### src/rtl/rf_sched_pkg.sv
// Shared types and constants for the register-file write scheduler:
// the buffered write record and the starvation FSM states.
package rf_sched_pkg;

    localparam int ADDR_W = 5;
    localparam int DATA_W = 32;
    localparam logic [ADDR_W-1:0] REG_ZERO = '0;

    typedef struct packed {
        logic [ADDR_W-1:0] dest;
        logic [DATA_W-1:0] val;
    } rf_wr_t;

    typedef enum logic {
        SERVE = 1'b0,
        FORCE = 1'b1
    } sched_state_t;

endpackage

### src/rtl/rf_wb_fifo.sv
// Show-ahead synchronous FIFO of pending register-file writes. The head is
// visible combinationally so the write port can drain it in the same cycle.
module rf_wb_fifo
    import rf_sched_pkg::*;
#(
    parameter int DEPTH = 2
) (
    input  logic                       clk,
    input  logic                       rst,
    input  logic                       push,
    input  rf_wr_t                     wr_data,
    input  logic                       pop,
    output rf_wr_t                     head,
    output logic [$clog2(DEPTH):0]     count,
    output logic                       full,
    output logic                       empty
);

    localparam int PTR_W = $clog2(DEPTH);

    rf_wr_t           mem_q [DEPTH];
    logic [PTR_W-1:0] rd_ptr_q, rd_ptr_d;
    logic [PTR_W-1:0] wr_ptr_q, wr_ptr_d;
    logic [PTR_W:0]   count_q, count_d;
    logic             do_push, do_pop;

    assign empty = (count_q == '0);
    assign full  = (count_q == (PTR_W+1)'(DEPTH));
    assign count = count_q;
    assign head  = mem_q[rd_ptr_q];

    // A push into a full FIFO is only taken when the head leaves in the same cycle.
    assign do_pop  = pop && !empty;
    assign do_push = push && (!full || do_pop);

    always_comb begin
        rd_ptr_d = rd_ptr_q + PTR_W'(do_pop);
        wr_ptr_d = wr_ptr_q + PTR_W'(do_push);
        count_d  = count_q + (PTR_W+1)'(do_push) - (PTR_W+1)'(do_pop);
    end

    always_ff @(posedge clk or posedge rst) begin
        if (rst) begin
            rd_ptr_q <= '0;
            wr_ptr_q <= '0;
            count_q  <= '0;
        end else begin
            rd_ptr_q <= rd_ptr_d;
            wr_ptr_q <= wr_ptr_d;
            count_q  <= count_d;
        end
    end

    always_ff @(posedge clk) begin
        if (do_push) begin
            mem_q[wr_ptr_q] <= wr_data;
        end
    end

endmodule

### src/rtl/rf_write_scheduler.sv
// Arbitrates the single register-file write port between WB and buffered
// MUL/DIV results, tracks pending multi-cycle destinations and flags ID hazards.
module rf_write_scheduler #(
    parameter int NUM_REGS     = 32,
    parameter int ADDR_W       = rf_sched_pkg::ADDR_W,
    parameter int DATA_W       = rf_sched_pkg::DATA_W,
    parameter int BUF_DEPTH    = 2,
    parameter int STARVE_LIMIT = 4
) (
    input  logic                         clk,
    input  logic                         rst,
    input  logic                         wb_en,
    input  logic [ADDR_W-1:0]            wb_dest,
    input  logic [DATA_W-1:0]            wb_val,
    output logic                         wb_stall,
    input  logic                         md_issue,
    input  logic [ADDR_W-1:0]            md_issue_dest,
    input  logic                         md_valid,
    input  logic [ADDR_W-1:0]            md_dest,
    input  logic [DATA_W-1:0]            md_val,
    output logic                         md_ready,
    input  logic [ADDR_W-1:0]            id_src1,
    input  logic [ADDR_W-1:0]            id_src2,
    input  logic [ADDR_W-1:0]            id_dest,
    output logic                         id_hazard,
    output logic                         rf_we,
    output logic [ADDR_W-1:0]            rf_dest,
    output logic [DATA_W-1:0]            rf_val,
    output logic [$clog2(BUF_DEPTH):0]   buf_count
);

    localparam int STV_W = $clog2(STARVE_LIMIT) + 1;
    localparam logic [ADDR_W-1:0] ZERO = '0;

    rf_sched_pkg::rf_wr_t       head, push_data;
    rf_sched_pkg::sched_state_t state_q, state_d;
    logic                       fifo_full, fifo_empty, fifo_push, fifo_pop;
    logic                       wb_sel, starve_cond;
    logic [NUM_REGS-1:0]        busy_q, busy_d;
    logic [STV_W-1:0]           starve_cnt_q, starve_cnt_d;
    logic                       wb_stall_q, wb_stall_d;

    assign md_ready  = !rst && !fifo_full;
    assign fifo_push = md_valid && md_ready && (md_dest != ZERO);
    assign push_data = '{dest: md_dest, val: md_val};
    assign wb_stall  = wb_stall_q;

    rf_wb_fifo #(
        .DEPTH   (BUF_DEPTH)
    ) u_fifo (
        .clk     (clk),
        .rst     (rst),
        .push    (fifo_push),
        .wr_data (push_data),
        .pop     (fifo_pop),
        .head    (head),
        .count   (buf_count),
        .full    (fifo_full),
        .empty   (fifo_empty)
    );

    // WB owns the port unless it is frozen; otherwise the buffer head drains.
    always_comb begin
        wb_sel   = !wb_stall_q && wb_en;
        fifo_pop = 1'b0;
        rf_we    = 1'b0;
        rf_dest  = wb_dest;
        rf_val   = wb_val;
        if (!rst) begin
            if (wb_sel) begin
                rf_we = (wb_dest != ZERO);
            end else if (!fifo_empty) begin
                rf_we    = 1'b1;
                rf_dest  = head.dest;
                rf_val   = head.val;
                fifo_pop = 1'b1;
            end
        end
    end

    // A re-issue to a register whose result drains this cycle must stay busy.
    always_comb begin
        busy_d = busy_q;
        if (fifo_pop) begin
            busy_d[head.dest] = 1'b0;
        end
        if (md_issue && (md_issue_dest != ZERO)) begin
            busy_d[md_issue_dest] = 1'b1;
        end
        busy_d[0] = 1'b0;
    end

    assign id_hazard = !rst && (((id_src1 != ZERO) && busy_q[id_src1]) ||
                                ((id_src2 != ZERO) && busy_q[id_src2]) ||
                                ((id_dest != ZERO) && busy_q[id_dest]));

    always_comb begin
        state_d      = state_q;
        starve_cnt_d = starve_cnt_q;
        starve_cond  = !fifo_empty && wb_en;
        case (state_q)
            rf_sched_pkg::SERVE: begin
                if (starve_cond) begin
                    if (starve_cnt_q == STV_W'(STARVE_LIMIT - 1)) begin
                        state_d      = rf_sched_pkg::FORCE;
                        starve_cnt_d = '0;
                    end else begin
                        starve_cnt_d = starve_cnt_q + 1'b1;
                    end
                end else begin
                    starve_cnt_d = '0;
                end
            end
            rf_sched_pkg::FORCE: begin
                state_d      = rf_sched_pkg::SERVE;
                starve_cnt_d = '0;
            end
            default: begin
                state_d      = rf_sched_pkg::SERVE;
                starve_cnt_d = '0;
            end
        endcase
        wb_stall_d = (state_d == rf_sched_pkg::FORCE);
    end

    always_ff @(posedge clk or posedge rst) begin
        if (rst) begin
            state_q      <= rf_sched_pkg::SERVE;
            starve_cnt_q <= '0;
            wb_stall_q   <= 1'b0;
            busy_q       <= '0;
        end else begin
            state_q      <= state_d;
            starve_cnt_q <= starve_cnt_d;
            wb_stall_q   <= wb_stall_d;
            busy_q       <= busy_d;
        end
    end

    a_wb_while_stalled: assert property (@(posedge clk) disable iff (rst)
        !(wb_en && wb_stall_q));

    a_issue_to_busy: assert property (@(posedge clk) disable iff (rst)
        !(md_issue && (md_issue_dest != ZERO) && busy_q[md_issue_dest] &&
          !(fifo_pop && (head.dest == md_issue_dest))));

    a_wb_to_busy: assert property (@(posedge clk) disable iff (rst)
        !(wb_en && (wb_dest != ZERO) && busy_q[wb_dest]));

endmodule

### config.mk
export PLATFORM = sky130hd
export DESIGN_NAME = rf_write_scheduler
export DESIGN_NICKNAME = d
export VERILOG_FILES = /design/src/rtl/rf_sched_pkg.sv /design/src/rtl/rf_wb_fifo.sv /design/src/rtl/rf_write_scheduler.sv
export SDC_FILE = /design/constraint.sdc
export NUM_CORES = 1
export LEC_CHECK = 0
export ABC_AREA = 1
export CAP_MARGIN = 40
export CELL_PAD_IN_SITES_DETAIL_PLACEMENT = 1
export CELL_PAD_IN_SITES_GLOBAL_PLACEMENT = 1
export CORE_MARGIN = 2
export CORE_UTILIZATION = 51
export DETAILED_ROUTE_END_ITERATION = 12
export DONT_BUFFER_PORTS = 1
export GPL_TIMING_DRIVEN = 0
export PLACE_DENSITY_LB_ADDON = 0.1
export SLEW_MARGIN = 5
export SYNTH_ARGS = -nofsm -noshare
export SYNTH_HDL_FRONTEND = slang
export SYNTH_SLANG_ARGS = --single-unit
### constraint.sdc
create_clock -name clk -period 3.8 [get_ports clk]
set_clock_uncertainty 0.15 [all_clocks]
set_input_delay 0.76 -clock clk [delete_from_list [all_inputs] [get_ports clk]]
set_output_delay 0.76 -clock clk [all_outputs]
set_load 0.05 [all_outputs]
==> impl_metrics.tcl <==
set metrics [dict create \
    setup_viol 0 \
    h-tree-depth 4 \
    first_iter_violations 483 \
    synth_edf_count 74 \
    pwr-share-comb_pct 37.0 \
    area_delta_synth_final_pct 19.8 \
    synthCells 665 \
    slew_violations 0 \
    clkTransAtPathRegs_ns 0.05 \
    ctsHoldBuffers 0 \
    p_seq_share_pct 34.4 \
    multi_input_area_um2 2400 \
    fp.dieArea_um2 12500 \
    avgViaCountPerCell 6.00 \
    ys_ff_latch 113 \
    tritoncts "built" \
    clockRootBuffer "clkbuf_16" \
    synth_flop_cell "edfxtp_1" \
    grt_pass1_vias 5844 \
    cts_buffer_depth 2 \
    grt_pass1_wl_um 31600 \
    core.rowCount 39 \
    layoutNonFillerInstCount 881 \
    total_power_uw 5400 \
    cts_resized 0 \
    placed_area_um2 6490 \
    end_kind "primary output" \
    placed_cells_incl_taps 848 \
    worst_slew_pin_slew_ns 0.793 \
    tns_ns 0 \
    synth_cell_type_count 33 \
    finalNetCount 829 \
    outcome "finished clean" \
    finalHoldViolations 0 \
    drc 0 \
    clock.fmax_mhz 279 \
    start_util_pct 52.0 \
    critPathRequiredTime_ns 2.89 \
    drtAntennaViolNets 0 \
    max_slew_margin_pct 47.1 \
    antenna_found_initial 0 \
    insertion_delay_ns 0.42 \
    fin_area_um2 7080 \
    grt_max_degree 40 \
    ys_warn_count 0 \
    io_pins 142 \
    switchingPower_uw 2230 \
    grt.total_usage_pct 32.9 \
    die_h_um 112 \
    startpoint_type "flip-flop" \
    netlist_area_um2 5910 \
    syn-num-nets 769 \
    gp_congestion 0.872 \
    cap_violations 0 \
    fin_util_pct 62.2 \
    worstPathMaxFanout 10 \
    mostFrequentLayoutCell "nand2_1" \
    p_leak_uw 0.00304 \
    rsz0062_at_grt "false" \
    post-route-min-period_ns 3.59 \
    fp.dieW_um 112 \
    numCtsBuffers 17 \
    grt.overflow.total 0 \
    synth_seq_area_share_pct 54.1 \
    async_flop_share_pct 34.5 \
    irDropWorstVdd_mv 0.570 \
    cts.sinks 113 \
    regArea_um2 3200 \
    cell_internal_pwr_uw 3170 \
    clkPwrFrac_pct 28.6 \
    final_cell_mix "nand2_1, nand3_1, nor2_1, edfxtp_1, inv_1" \
    routed_wl_um 19800 \
    fin_crit_sh_pct 94.4 \
    fillCellCount 1290 \
    diodes 0 \
    layout-drive-gt1-share_pct 18.8 \
    dp_hpwl_um 13300 \
    p_sw_share_pct 41.3 \
    port-buffer-count 0 \
    post_cts_buffers 0 \
    coreArea_um2 11400 \
    first_pass_iters 5 \
    hp-class "primary input to asynchronous set/reset pin" \
    power_density_nw_per_um2 763 \
    avgSynthCellArea_um2 8.88 \
    cp.arrival_ns 2.68 \
    wire_per_inst_um 22.5 \
    critPathKind "flip-flop to primary output" \
    dr_total_vias 5283 \
]
==> power groups by stage <==
stage / clock network (uW) / registers (uW) / logic (uW)
finish: 1550 / 1860 / 2000
global route: 1590 / 1890 / 2180
CTS: 1540 / 1850 / 1990
detailed placement: 0 / 1860 / 1910
global placement: 0 / 1850 / 1630
floorplan: 0 / 1790 / 1370
==> final timing paths <==
kind	startpoint	endpoint	slack (ns)	cells past startpoint
worst max-delay path	wb_stall	rf_val[13]	0.21	6
worst min-delay path	rst	u_fifo.count[1]	0.22	1
worst max register to register	u_fifo.count[0]	u_fifo.mem_q[0][5]	1.23	6
worst min register to register	busy_q[26]	busy_q[26]	0.36	2
max in group asynchronous	rst	busy_q[26]	2.76	1
min in group clk	md_val[0]	u_fifo.mem_q[1][0]	0.28	0
==> registers in the layout, summed over array words and instances, names as in the netlist <==
| signal | count |
|---|---|
| u_fifo.rd_ptr_q | 1 |
| busy_q | 31 |
| starve_cnt_q | 3 |
| u_fifo.mem_q | 74 |
| u_fifo.count | 2 |
| u_fifo.wr_ptr_q | 1 |
| wb_stall | 1 |
==> synth_stat cells (all sizes together) (2+ instances only) <==
library cell / count / area [um^2]
nor3: 4 / 25.0
ha: 5 / 62.6
inv: 65 / 244
xnor2: 2 / 17.5
a21oi: 2 / 10.0
o31ai: 32 / 325
o21ai: 72 / 375
edfxtp: 74 / 2220
buf: 17 / 120
o211ai: 4 / 30.0
nand2: 166 / 631
clkbuf: 7 / 26.3
nand3: 83 / 415
nor2: 77 / 304
dfrtp: 39 / 976
or2: 4 / 25.0
a31oi: 3 / 18.8
nand4: 3 / 18.8
o21bai: 2 / 15.0
==> worst max-delay path: stages (launching register included) <==
cell and delay [ns]:
dfrtp_1 0.74, nor2_1 0.16, nor3_2 0.25, inv_2 0.16, clkbuf_1 0.36, o31ai_2 0.32, buf_4 0.25
==> area by class of cell <==
cell class              count  share of cell area [%]
clock buffers              23                    7.07
clock inverters             9                    1.08
repair buffers             41                    4.70
multi-input cells         463                    33.9
plain buffers              24                    2.07
well taps                 143                    2.53
flip-flops and latches    113                    45.2
inverters                  65                    3.45
==> cell families after synthesis <==
logic type | Yosys count | synth area share, %
xor gates and xnor gates | 3 | 0.445
AOI/OAI and AO/OA | 116 | 13.3
adders and majority gates | 5 | 1.06
and+or+nand+nor | 338 | 24.1
buffers and inverters | 89 | 6.61
DFF | 113 | 54.1
muxes | 1 | 0.381
==> routing by layer <==
metal  GRT usage [%]  share of wire (%)
met4            13.3                3.0
met2            59.8                 53
met3            7.08                5.7
met1            37.7                 38
met5               0                  0
==> per-stage QoR <==
| step | hold slack, ns | worst slack [ns] |
|---|---|---|
| after floorplan | 0.274 | 0.353 |
| after global placement | 0.289 | -0.234 |
| after detailed placement | 0.334 | 0.316 |
| after CTS | 0.242 | 0.200 |
| after global routing | 0.275 | 0.124 |
| final | 0.217 | 0.213 |
Note: power is estimated with default switching activity, not from simulation.
